`config.mk`:
```
export PLATFORM = sky130hd
export DESIGN_NAME = bank_register
export DESIGN_NICKNAME = d
export VERILOG_FILES = /design/src/rtl/bank_register.sv
export SDC_FILE = /design/constraint.sdc
export NUM_CORES = 1
export LEC_CHECK = 0
export BUFFER_PORTS_ARGS = -buffer_cell sky130_fd_sc_hd__buf_2
export CAP_MARGIN = 15
export CORE_ASPECT_RATIO = 1.1
export CORE_UTILIZATION = 38
export CTS_CLUSTER_DIAMETER = 30
export DETAILED_ROUTE_END_ITERATION = 7
export PLACE_DENSITY = 0.54
export SLEW_MARGIN = 40
export SYNTH_ARGS = -nofsm -noshare
export SYNTH_HDL_FRONTEND = slang
export SYNTH_SLANG_ARGS = --single-unit
export TNS_END_PERCENT = 100
```
`constraint.sdc`:
```
create_clock -name CLK -period 4.6 [get_ports CLK]
set_input_delay 1.15 -clock CLK [delete_from_list [all_inputs] [get_ports CLK]]
set_output_delay 1.15 -clock CLK [all_outputs]
set_load 0.005 [all_outputs]
```
`src/rtl/bank_register.sv`:
```
// Scalar register file: R0..R14 stored, R15 reads return the externally supplied PC+8.
// Two combinational read ports and one synchronous write port, with no write-to-read bypass.
module bank_register #(
  parameter int unsigned WIDTH = 32
) (
  input  logic             CLK,
  input  logic             RST,
  input  logic             WE3,
  input  logic [3:0]       A1,
  input  logic [3:0]       A2,
  input  logic [3:0]       A3,
  input  logic [WIDTH-1:0] WD3,
  input  logic [WIDTH-1:0] r15,
  output logic [WIDTH-1:0] RD1,
  output logic [WIDTH-1:0] RD2
);

  localparam int unsigned NumRegs = 15;

  logic [WIDTH-1:0] regs_q [NumRegs];

  // Each register has its own address decode, so A3=15 matches none and is dropped.
  for (genvar i = 0; i < NumRegs; i++) begin : g_regs
    always_ff @(posedge CLK or negedge RST) begin
      if (!RST) begin
        regs_q[i] <= '0;
      end else if (WE3 && (A3 == 4'(i))) begin
        regs_q[i] <= WD3;
      end
    end
  end

  always_comb begin
    RD1 = r15;
    RD2 = r15;
    for (int i = 0; i < NumRegs; i++) begin
      if (A1 == 4'(i)) RD1 = regs_q[i];
      if (A2 == 4'(i)) RD2 = regs_q[i];
    end
  end

endmodule

```
# Word-level counts from Yosys, hierarchy flattened

Cells that the tools add are included.

Bits of input ports: 79
Output and inout bits: 64
Register bits: 480
Word-level logic and storage cells: 105

Eq/ne operators: 42
Reductions and logical operators: 18
Muxes and demuxes: 30

Operators by type and width:

| cell                                                 | number |
|---|---|
| two-way mux 32 bit                                   | 30 |
| equality test 4 bit (second input constant)          | 21 |
| equality test 4 x 3 -> 1 bit (second input constant) | 12 |
| equality test 4 x 2 -> 1 bit (second input constant) | 6 |
| logical AND 1 bit                                    | 15 |
| equality test 4 x 1 -> 1 bit (second input constant) | 3 |
| zero test 4 bit                                      | 3 |

# Depth between registers and ports, before layout

Depth after elaboration: 16
Gate-level depth with buffers: 10
Mapped depth without buffers: 5

# Least setup slack after synthesis

OpenSTA, ideal clock, no wires.

Kind: input port to output port
From: input port A2[0]
To: output port RD2[13]
Slack: 910 ps
Path buffers: 2
Stages on the path: 7
Arrival: 2540 ps
Cell sequence: buf_4 buf_6 mux4_2 nand2_1 a21oi_1 or3_1 a21o_1

Word-level cells in the longest chain between the ends: 16
Elaborated cells on any way between the ends: 30

RTL lines:

| element                           | line | source |
|---|---|---|
| start: declaration                | 10   | `input logic [3:0] A2,` |
| zero test 4 bit                   | 38   | `if (A2 == 4'(i)) RD2 = regs_q[i];` |
| two-way mux 32 bit (14 in series) | 38   |  |
| two-way mux 32 bit (*)            | 38   |  |
| end: declaration                  | 15   | `output logic [WIDTH-1:0] RD2` |

Every way passes the cells marked *; elsewhere a longest branch is shown, timed or not.

# Worst setup path after layout

From: input port A1[3]
To: output port RD1[3]

Word-level cells in the longest chain between the ends: 16
Elaborated cells on any way between the ends: 30

RTL lines:

| element                           | line | source |
|---|---|---|
| start: declaration                | 9    | `input logic [3:0] A1,` |
| zero test 4 bit                   | 37   | `if (A1 == 4'(i)) RD1 = regs_q[i];` |
| two-way mux 32 bit (14 in series) | 37   |  |
| two-way mux 32 bit (*)            | 37   |  |
| end: declaration                  | 14   | `output logic [WIDTH-1:0] RD1,` |

Marks and branches as above.

==> implementation parameters <==
Parameter                              Value

Placement
  Instance area after placement ... ~31000 µm²
  Port-buffer cells ... 142
  Routability-driven placement congestion ratio ... 0.9553
  Detailed placer's ending HPWL ... 84050 µm

Min path
  Hold WC Path Type ... primary input to asynchronous set/reset pin

Floorplan
  Die extent in y ... between 200 and 300 µm
  Area of the core ... 73650 µm²
  Site row count ... roughly 100
  Number of top-level design ports ... approximately 140
  Horizontal die dimension ... ~260 µm
  Initial core utilization ... 0.3866
  Die ar. ... 76030 µm²

GRT
  First-pass GRT wire length ... between 150000 and 200000 µm
  M3 GR Usage ... 0.1016
  Gr ovfl total ... 0
  Global routing met1 resource utilization ... 0.4244
  Tot GR Track Use ... 0.3245
  Initial antenna violation count ... 17
  Most Used Layer, Global Route ... met2
  Number of global-route vias before repair ... between 20000 and 30000
  Largest net degree at the start of global routing ... 67
  GR met2 Demand/Resource ... 0.4884

Critical path
  Class of the most critical setup path ... primary input to primary output
  FF-to-FF setup slack ... ~3.7 ns
  Combined buffer and inverter count along the critical path ... 7
  Arr. time, crit path ... approximately 3.4 ns
  Origin of the critical flop-to-flop path ... regs_q[259]
  Setup crit start kind ... primary input
  Crit path largest cell delay ... roughly 0.43 ns
  Top fanout value on the critical path ... 13
  Req. time, crit path ... about 3.5 ns
  Slowest library cell on the worst path ... o21ai_0
  CP top delay family ... buffers and inverters
  Endpoint of the worst register-to-register path ... regs_q[259]
  Series of cell instances along the critical path ... buf_2 -> buf_4 -> inv_1 -> buf_4 -> a222oi_1 -> buf_4 -> a211oi_1 -> o21ai_0 -> buf_4 -> buf_2
  Worst Reg2Reg Path Length in Cells ... 1
  Capturing element type of the critical path ... primary output
  Cell with the most instances on the worst path ... buf_4

Synthesis
  Most frequent cell after synthesis ... mux2_2
  Gate count of the mapped netlist ... 2655
  Cell area after synthesis ... ~28000 µm²
  Number of different library cells in the post-synthesis netlist ... 71
  EDFF count, synth ... 0
  Share of flip-flops with an asynchronous set or reset ... 1.000
  Synthesized area per cell ... around 11 µm²
  Leading register cell type out of synthesis ... dfrtp_1
  Cell taking the most area after synthesis ... dfrtp_1
  Syn nets ... 2734
  Most common library cells after synthesis ... mux2_2 (532), dfrtp_1 (480), o21ai_0 (271)
  Synthesized flop and latch total ... 480
  Share of synthesized area occupied by flip-flops and latches ... 0.4218
  Area fraction of the dominant cell type after synthesis ... 0.4218
  Number of warnings issued by yosys ... 0
  Top post-synthesis cells by area ... dfrtp_1 (42%), mux2_2 (21%), o21ai_0 (4.8%)

Finish
  Fraction of final layout cells sized beyond drive strength 1 ... 0.3994
  Flip-flop count of the largest register, all copies and words added ... 480
  Largest Register ... regs_q
  Finished Core Util ... 0.4841
  Number of nets in the layout ... roughly 3000
  Count of filler cells inserted in the layout ... roughly 6700
  Final cell area excluding filler cells ... ~36000 µm²
  Relative area change from synthesis to final layout ... 25.21%
  Largest registers ... regs_q x480

Run status
  Status ... finished, final reports clean

STA
  Post-Route Setup TNS ... 0 ns
  Total count of max-transition violations in the final report ... 0
  Crit path time final ... roughly 4.6 ns
  Worst setup skew after layout ... 0 ns
  Final hold vios ... 0
  Max-slew headroom at the worst pin ... 0.4340
  Final clock period utilization by the worst path ... 0.9927
  Worst-Margin Slew ... 0.8489 ns
  Fmax ... 0.2190 GHz
  Final number of setup-violating endpoints ... 0
  Setup repair after global routing missed its margin ... false

Drt
  Remaining DRCs ... 0
  Antenna violation net count after detailed routing ... 0
  Number of vias in the routed layout ... approximately 25000
  Initial detailed-routing violation count ... slightly below 3000
  Detailed-routing iteration count for the pre-antenna-repair pass ... 8
  Total Routed Length ... approximately 120000 µm
  WL/cell ... 31.65 µm
  Ratio of routed vias to standard cells ... 6.469

Clocking
  Longest Clk Path Bufs ... 3
  Clock-pin transition on the worst setup and hold timing paths ... around 0.040 ns
  Num CTS Buffers ... ~120
  Total setup buffers inserted after CTS ... 0
  Clock network latency to the later pin of the worst-skew pair ... about 0.67 ns
  Clock H-tree levels ... 3
  CTS tree ... done
  Total number of clock tree sinks ... between 400 and 500
  Root cell of the clock tree ... clkbuf_16

Power and ir drop
  Leak pwr ... ~15 nW
  Worst IR drop on VDD ... roughly 0.32 mV
  Pwr Density ... between 500 and 600 nW/µm²

Flow run
  Total of max-cap violations ... 0
==> per-layer routing <==
layer  vias up  part of all wire
met5         -           0.00090
met4        16             0.047
met3       364              0.11
met2      1557              0.44
met1     13000              0.40
li1      10510                 -
==> cell usage in the layout (no fill, tap or decap), drive strengths merged, types with 5 or more instances in the layout <==
master,Yosys,routed
a211oi,31,31
a21boi,9,9
a21o,24,24
a21oi,141,141
a222oi,33,33
a22oi,29,29
a2bb2oi,33,33
a31oi,7,7
a32oi,5,5
buf,160,360
bufinv,0,22
clkbuf,109,148
clkinv,0,34
clkinvlp,0,15
dfrtp,480,480
inv,7,19
mux2,534,534
mux2i,110,110
mux4,36,36
nand2,99,99
nand2b,23,23
nand3,21,21
nand3b,8,8
nor2,132,132
nor2b,65,65
nor3,14,14
nor3b,28,28
o211ai,21,21
o21ai,283,283
o221ai,47,47
o22a,5,5
o22ai,69,69
or3,25,25
or3b,5,5
or4,9,9
==> cell type report <==
class                           count  area [µm²]  area share
Inverter                            7       26.28   0.0007369
Antenna cell                        2       5.005   0.0001404
Clock buffer                      148        3311     0.09286
Tap cell                          954        1194     0.03348
Sequential cell                   480       12010      0.3369
Multi-Input combinational cell   1899       15190      0.4261
Clock inverter                     83        1094     0.03067
Timing Repair Buffer              360        2823     0.07917
==> timing repair <==
item / CTS / global route
setup endpoints to repair: 0 / 5
hold buffers: 0 / 0
endpoints found under the hold margin: 0 / 0
gates resized for setup: 0 / 6
==> how the worst max path moves through the flow <==
stage	cells after the start	slack (ns)	endpoint	from
final	10	0.03	RD1[3]	A1[3]
after global routing	10	0.01	RD1[1]	A1[3]
after CTS	11	0.006	RD1[0]	A1[3]
after detailed placement	11	0.01	RD1[0]	A1[3]
after global placement	9	-0.01	RD1[30]	A1[1]
after floorplan	7	0.91	RD2[13]	A2[0]
==> where the power goes <==
part | leakage, nW | switching [mW] | internal [mW]
clock | 2.14 | 2.82 | 6.32
sequential | 5.89 | 0.917 | 5.23
combinational | 7.29 | 1.65 | 1.73
==> metrics by stage <==
step | power [mW] | cells | hold WS [ns] | setup slack, ns
after global placement | 9.348 | 3697 | 0.4986 | -0.01320
after global routing | 19.31 | 3933 | 0.4193 | 0.01465
final | 18.67 | 3933 | 0.3884 | 0.03367
after floorplan | 8.024 | 2655 | 0.4828 | 0.9095
after detailed placement | 9.453 | 3700 | 0.5124 | 0.01338
after CTS | 18.63 | 3931 | 0.3939 | 0.006137
==> kinds of logic (layout without fill, tap and decap cells) <==
| group | Yosys count | after routing | share of synthesized area |
|---|---|---|---|
| DFF | 480 | 480 | 0.4218 |
| and+or+nand+nor | 446 | 446 | 0.07997 |
| muxes | 680 | 680 | 0.2783 |
| AOI/OAI and AO/OA | 773 | 773 | 0.1719 |
| buffers and inverters | 276 | 598 | 0.04803 |
| other | 0 | 2 | 0 |
No activity file was read; power rests on OpenSTA's default activity.
